### src/rtl/alu_share_arbiter.sv
// Round-robin arbiter that shares one combinational ALU between two valid/ready requesters.
// It holds a single registered result until the owning requester takes it, and keeps performance counters.
module alu_share_arbiter #(
    parameter int DATA_WIDTH = 32,
    parameter int CNT_WIDTH  = 32
) (
    input  logic                  clk,
    input  logic                  rst,
    input  logic                  req0_valid,
    output logic                  req0_ready,
    input  logic [DATA_WIDTH-1:0] req0_A,
    input  logic [DATA_WIDTH-1:0] req0_B,
    input  logic [2:0]            req0_op,
    input  logic                  req1_valid,
    output logic                  req1_ready,
    input  logic [DATA_WIDTH-1:0] req1_A,
    input  logic [DATA_WIDTH-1:0] req1_B,
    input  logic [2:0]            req1_op,
    output logic                  rsp0_valid,
    input  logic                  rsp0_ready,
    output logic                  rsp1_valid,
    input  logic                  rsp1_ready,
    output logic [DATA_WIDTH-1:0] rsp_result,
    output logic                  rsp_zero,
    output logic                  rsp_overflow,
    output logic                  rsp_carryout,
    output logic [DATA_WIDTH-1:0] alu_A,
    output logic [DATA_WIDTH-1:0] alu_B,
    output logic [2:0]            alu_op,
    input  logic [DATA_WIDTH-1:0] alu_result,
    input  logic                  alu_zero,
    input  logic                  alu_overflow,
    input  logic                  alu_carryout,
    output logic [CNT_WIDTH-1:0]  cnt_grant0,
    output logic [CNT_WIDTH-1:0]  cnt_grant1,
    output logic [CNT_WIDTH-1:0]  cnt_conflict
);

    typedef enum logic {IDLE, HOLD} state_t;

    state_t state;
    logic   owner;
    logic   ptr;
    logic   window;
    logic   winner;
    logic   grant;
    logic   conflict;

    // A new grant is possible when nothing is held, or when the owner drains its result this cycle.
    always_comb begin
        window = 1'b0;
        if (state == IDLE) begin
            window = 1'b1;
        end else begin
            window = owner ? rsp1_ready : rsp0_ready;
        end

        winner = 1'b0;
        if (req0_valid && req1_valid) begin
            winner = ptr;
        end else if (req1_valid) begin
            winner = 1'b1;
        end

        grant    = window && (req0_valid || req1_valid);
        conflict = req0_valid && req1_valid;
    end

    assign req0_ready = grant && !winner;
    assign req1_ready = grant && winner;

    always_comb begin
        alu_A  = '0;
        alu_B  = '0;
        alu_op = 3'b000;
        if (grant) begin
            alu_A  = winner ? req1_A  : req0_A;
            alu_B  = winner ? req1_B  : req0_B;
            alu_op = winner ? req1_op : req0_op;
        end
    end

    // Only one requester can ever be accepted, so every both-valid cycle leaves one of them waiting.
    always_ff @(posedge clk or posedge rst) begin
        if (rst) begin
            state        <= IDLE;
            owner        <= 1'b0;
            ptr          <= 1'b0;
            rsp0_valid   <= 1'b0;
            rsp1_valid   <= 1'b0;
            rsp_result   <= '0;
            rsp_zero     <= 1'b0;
            rsp_overflow <= 1'b0;
            rsp_carryout <= 1'b0;
            cnt_grant0   <= '0;
            cnt_grant1   <= '0;
            cnt_conflict <= '0;
        end else begin
            if (grant) begin
                state        <= HOLD;
                owner        <= winner;
                ptr          <= ~winner;
                rsp0_valid   <= ~winner;
                rsp1_valid   <= winner;
                rsp_result   <= alu_result;
                rsp_zero     <= alu_zero;
                rsp_overflow <= alu_overflow;
                rsp_carryout <= alu_carryout;
                if (winner) begin
                    cnt_grant1 <= cnt_grant1 + CNT_WIDTH'(1);
                end else begin
                    cnt_grant0 <= cnt_grant0 + CNT_WIDTH'(1);
                end
            end else if (state == HOLD && window) begin
                state      <= IDLE;
                rsp0_valid <= 1'b0;
                rsp1_valid <= 1'b0;
            end
            if (conflict) begin
                cnt_conflict <= cnt_conflict + CNT_WIDTH'(1);
            end
        end
    end

endmodule

### config.mk
export PLATFORM = sky130hd
export DESIGN_NAME = alu_share_arbiter
export DESIGN_NICKNAME = d
export VERILOG_FILES = /design/src/rtl/alu_share_arbiter.sv
export SDC_FILE = /design/constraint.sdc
export NUM_CORES = 1
export LEC_CHECK = 0
export CORE_AREA = 2 2 148 150
export DETAILED_ROUTE_END_ITERATION = 12
export DIE_AREA = 0 0 150 152
export DONT_BUFFER_PORTS = 1
export PLACE_DENSITY = 0.43
export SYNTH_ARGS = -nofsm -noshare
export SYNTH_HDL_FRONTEND = slang
export SYNTH_SLANG_ARGS = --single-unit
### constraint.sdc
create_clock -name clk -period 4.97 [get_ports clk]
set_input_delay 0.994 -clock clk [delete_from_list [all_inputs] [get_ports clk]]
set_output_delay 0.994 -clock clk [all_outputs]
set_load 0.005 [all_outputs]
==> flow_metrics.py <==
metrics = {
    "clock_network": {
        "clock_sinks": 136,
        "cts-root-buf": "clkbuf_16",
        "cts_setup_buffers": 0,
        "cts_tree": "built",
        "post_cts_resized": 0,
        "cts_made_buffers": 17,
        "cts.path.max_buffers": 2,
        "clk-insertion-delay-late_ps": 420,
        "clkSlewWorstSetupHoldPaths_ps": 60,
        "holdBufCountCts": 0,
        "cts.htree.levels": 4,
    },
    "die": {
        "ios": 377,
        "dieHeight_um": 152,
        "die_w_um": 150,
        "coreArea_um2": 21400,
        "initial_core_util_pct": 30.4,
        "rows": 54,
        "die_area_um2": 22800,
    },
    "critical_path": {
        "worstPathMaxFanout": 44,
        "crit_arrival_ps": 3300,
        "path_class": "in -> out",
        "setup.worst_path.start_class": "input port",
        "cp_slowest_stage_delay_ps": 630,
        "reg2regPathDepth": 8,
        "required_ps": 3980,
        "critPathBufInv": 3,
        "r2r_slack_ps": 1890,
        "timing.rr.end": "cnt_grant0[12]$_DFFE_PP0P_",
        "crit_start": "rsp1_ready",
        "path_delay_family": "buffers and inverters",
        "crit_path_end": "alu_A[22]",
        "crit_top_cell": "buf_4",
        "end_kind": "output port",
        "path_depth": 7,
        "path_cells": "mux2i_1 > a21oi_4 > buf_4 > nand2_1 > inv_2 > buf_4 > a22o_1",
        "r2r_start": "owner$_DFFE_PP0P_",
        "crit_path_top_delay_cell": "inv_2",
    },
    "hold_path": {
        "worst_hold_path_type": "reg -> reg",
        "hold_depth": 1,
    },
    "sta": {
        "setup-violations-final": 0,
        "period_minus_slack_ps": 4290,
        "hold_violations": 0,
        "setup_slack_ps": 676,
        "maxSlewHeadroom_pct": 29.9,
        "fin_tns_setup_ps": 0,
        "rsz0062_at_grt": "no",
        "finalMaxSlewViolations": 0,
        "skew_ps": 9.70,
        "worst_slew_pin_slew_ps": 1050,
        "period_share_pct": 86.4,
        "fmax_mhz": 233,
    },
    "yosys": {
        "synthSimpleGateAreaFrac_pct": 15.8,
        "ys_ff_latch": 136,
        "syn-num-nets": 749,
        "synth_compound_area_share_pct": 9.93,
        "syn_area_per_cell_um2": 11.4,
        "synth_cells": 571,
        "synthesis.area_um2": 6500,
        "muxShareOfSynthArea_pct": 6.56,
        "synth_top_family_by_area": "simple AND/OR/NAND/NOR gates",
        "synth_cell_types": 37,
        "ys_seq_area_share_pct": 52.4,
        "synth-xor-area-share_pct": 12.5,
        "yosysWarningCount": 0,
        "synth_fa_ha_area_share_pct": 0.577,
    },
    "place": {
        "dp_cells": 832,
        "dpl_cell_area_um2": 6800,
        "pre_cts_slack_ps": 635,
        "place_hpwl_mm": 18.2,
        "gp_congestion": 0.915,
        "io_buffers": 0,
    },
    "cells_and_area": {
        "fin_cells": 865,
        "synthToLayoutAreaGrowth_pct": 14.0,
        "multiInputGateArea_um2": 2970,
        "regArea_um2": 3400,
        "final_cell_area_um2": 7410,
        "final_util_pct": 34.7,
        "mostFrequentLayoutCells": "dfrtp_1 (136), a22o_1 (67), xnor2_1 (58), nand2_1 (48), nand3_1 (39)",
        "layout-drive-gt1-share_pct": 15.1,
        "final_common_cell": "dfrtp_1",
        "nFillCells": 2164,
        "fin_nets": 749,
    },
    "power": {
        "leakage_nw": 3.19,
        "power_density_nw_per_um2": 460,
        "vdd_ir_drop_max_mv": 0.162,
    },
    "run_status": {
        "status": "complete, no violations",
    },
    "drt": {
        "highest-signal-layer": "met5",
        "wirelength_mm": 22.7,
        "wl_met3_mm": 1.60,
        "vias_per_cell": 5.43,
        "drtIter0Drc": 234,
        "drc": 0,
        "drt-wirelength-per-cell_um": 26.3,
        "final_antenna_net_count": 0,
        "via_count": 4697,
        "drt_first_pass_iters": 6,
        "wl_met1_mm": 8.82,
        "route.met2.wl_mm": 11.9,
    },
    "global_routing": {
        "grt_max_degree": 113,
        "grt_overflow": 0,
        "grt_use_total_pct": 19.7,
        "antenna_found_initial": 6,
        "grt_pass1_wl_mm": 32.8,
        "grt_pass1_vias": 4662,
    },
    "job": {
        "maxCapViolCount": 0,
    },
}
power by group:
part	internal, mW	leakage, nW	switching, mW
logic	0.251	1.17	0.293
clock network	0.790	0.289	0.499
registers	1.29	1.74	0.288
synth_stat cells, drive strengths merged:
| master | instances | area share (%) |
|---|---|---|
| inv | 11 | 0.64 |
| nor4b | 2 | 0.37 |
| a21o | 1 | 0.12 |
| buf | 10 | 0.79 |
| nor2 | 24 | 1.4 |
| ha | 3 | 0.58 |
| or4 | 2 | 0.29 |
| or3 | 3 | 0.29 |
| o31ai | 1 | 0.12 |
| xnor2 | 58 | 7.8 |
| and3 | 12 | 1.2 |
| a21oi | 1 | 0.13 |
| and4 | 9 | 1.2 |
| nor3 | 15 | 1.2 |
| o21ai | 2 | 0.15 |
| or2 | 4 | 0.38 |
| xor2 | 35 | 4.7 |
| nand3 | 39 | 3.0 |
| nor4 | 9 | 1.3 |
| nand2b | 2 | 0.19 |
| a22o | 67 | 9.0 |
| dfrtp | 136 | 52 |
| a2111oi | 1 | 0.23 |
| nor2b | 1 | 0.096 |
| nand4 | 20 | 1.9 |
| a21bo | 1 | 0.15 |
| nand2 | 48 | 2.8 |
| mux2i | 1 | 0.15 |
| clkbuf | 14 | 0.81 |
| mux2 | 37 | 6.4 |
| and2 | 1 | 0.096 |
| or4b | 1 | 0.15 |
state kept, by name, indices dropped and copies added, names as in the netlist:
name,flops
cnt_conflict,32
cnt_grant0,32
cnt_grant1,32
rsp_result,32
owner,1
ptr,1
rsp0_valid,1
rsp1_valid,1
rsp_carryout,1
rsp_overflow,1
rsp_zero,1
state,1
cells by family after synthesis:
| logic type | after synthesis |
|---|---|
| AOI/OAI and AO/OA | 74 |
| xor gates and xnor gates | 93 |
| adders and majority gates | 3 |
| buffers and inverters | 35 |
| DFF | 136 |
| muxes | 38 |
| and+or+nand+nor | 192 |
per-stage QoR:
stage	power [mW]	hold slack [ps]
final	3.41	496
after global routing	3.58	511
after CTS	3.47	505
after detailed placement	2.15	494
after global placement	2.13	489
after floorplan	1.92	465
how the worst min path moves through the flow:
stage	startpoint	end	slack [ps]
floorplan	cnt_grant0[31]$_DFFE_PP0P_	cnt_grant0[31]$_DFFE_PP0P_	460
finish	cnt_grant1[31]$_DFFE_PP0P_	cnt_grant1[31]$_DFFE_PP0P_	500
CTS	cnt_grant1[31]$_DFFE_PP0P_	cnt_grant1[31]$_DFFE_PP0P_	500
detailed placement	cnt_grant1[31]$_DFFE_PP0P_	cnt_grant1[31]$_DFFE_PP0P_	490
global route	cnt_conflict[31]$_DFFE_PP0N_	cnt_conflict[31]$_DFFE_PP0N_	510
global placement	cnt_grant0[31]$_DFFE_PP0P_	cnt_grant0[31]$_DFFE_PP0P_	490
layout make-up:
| class | count | share of cell area [%] |
|---|---|---|
| Clock buffer | 17 | 5.74 |
| Antenna cell | 1 | 0.0338 |
| Multi-Input combinational cell | 400 | 40.0 |
| Clock inverter | 15 | 2.38 |
| Timing Repair Buffer | 5 | 0.507 |
| Tap cell | 280 | 4.73 |
| Inverter | 11 | 0.625 |
| Sequential cell | 136 | 45.9 |
metal layers:
metal  up-vias  track usage (%)
li1       2058                -
met1      2400             22.6
met2       206             35.2
met3        27             5.95
met4         6             5.57
met5         -                0
Note: power is estimated with default switching activity, not from simulation.
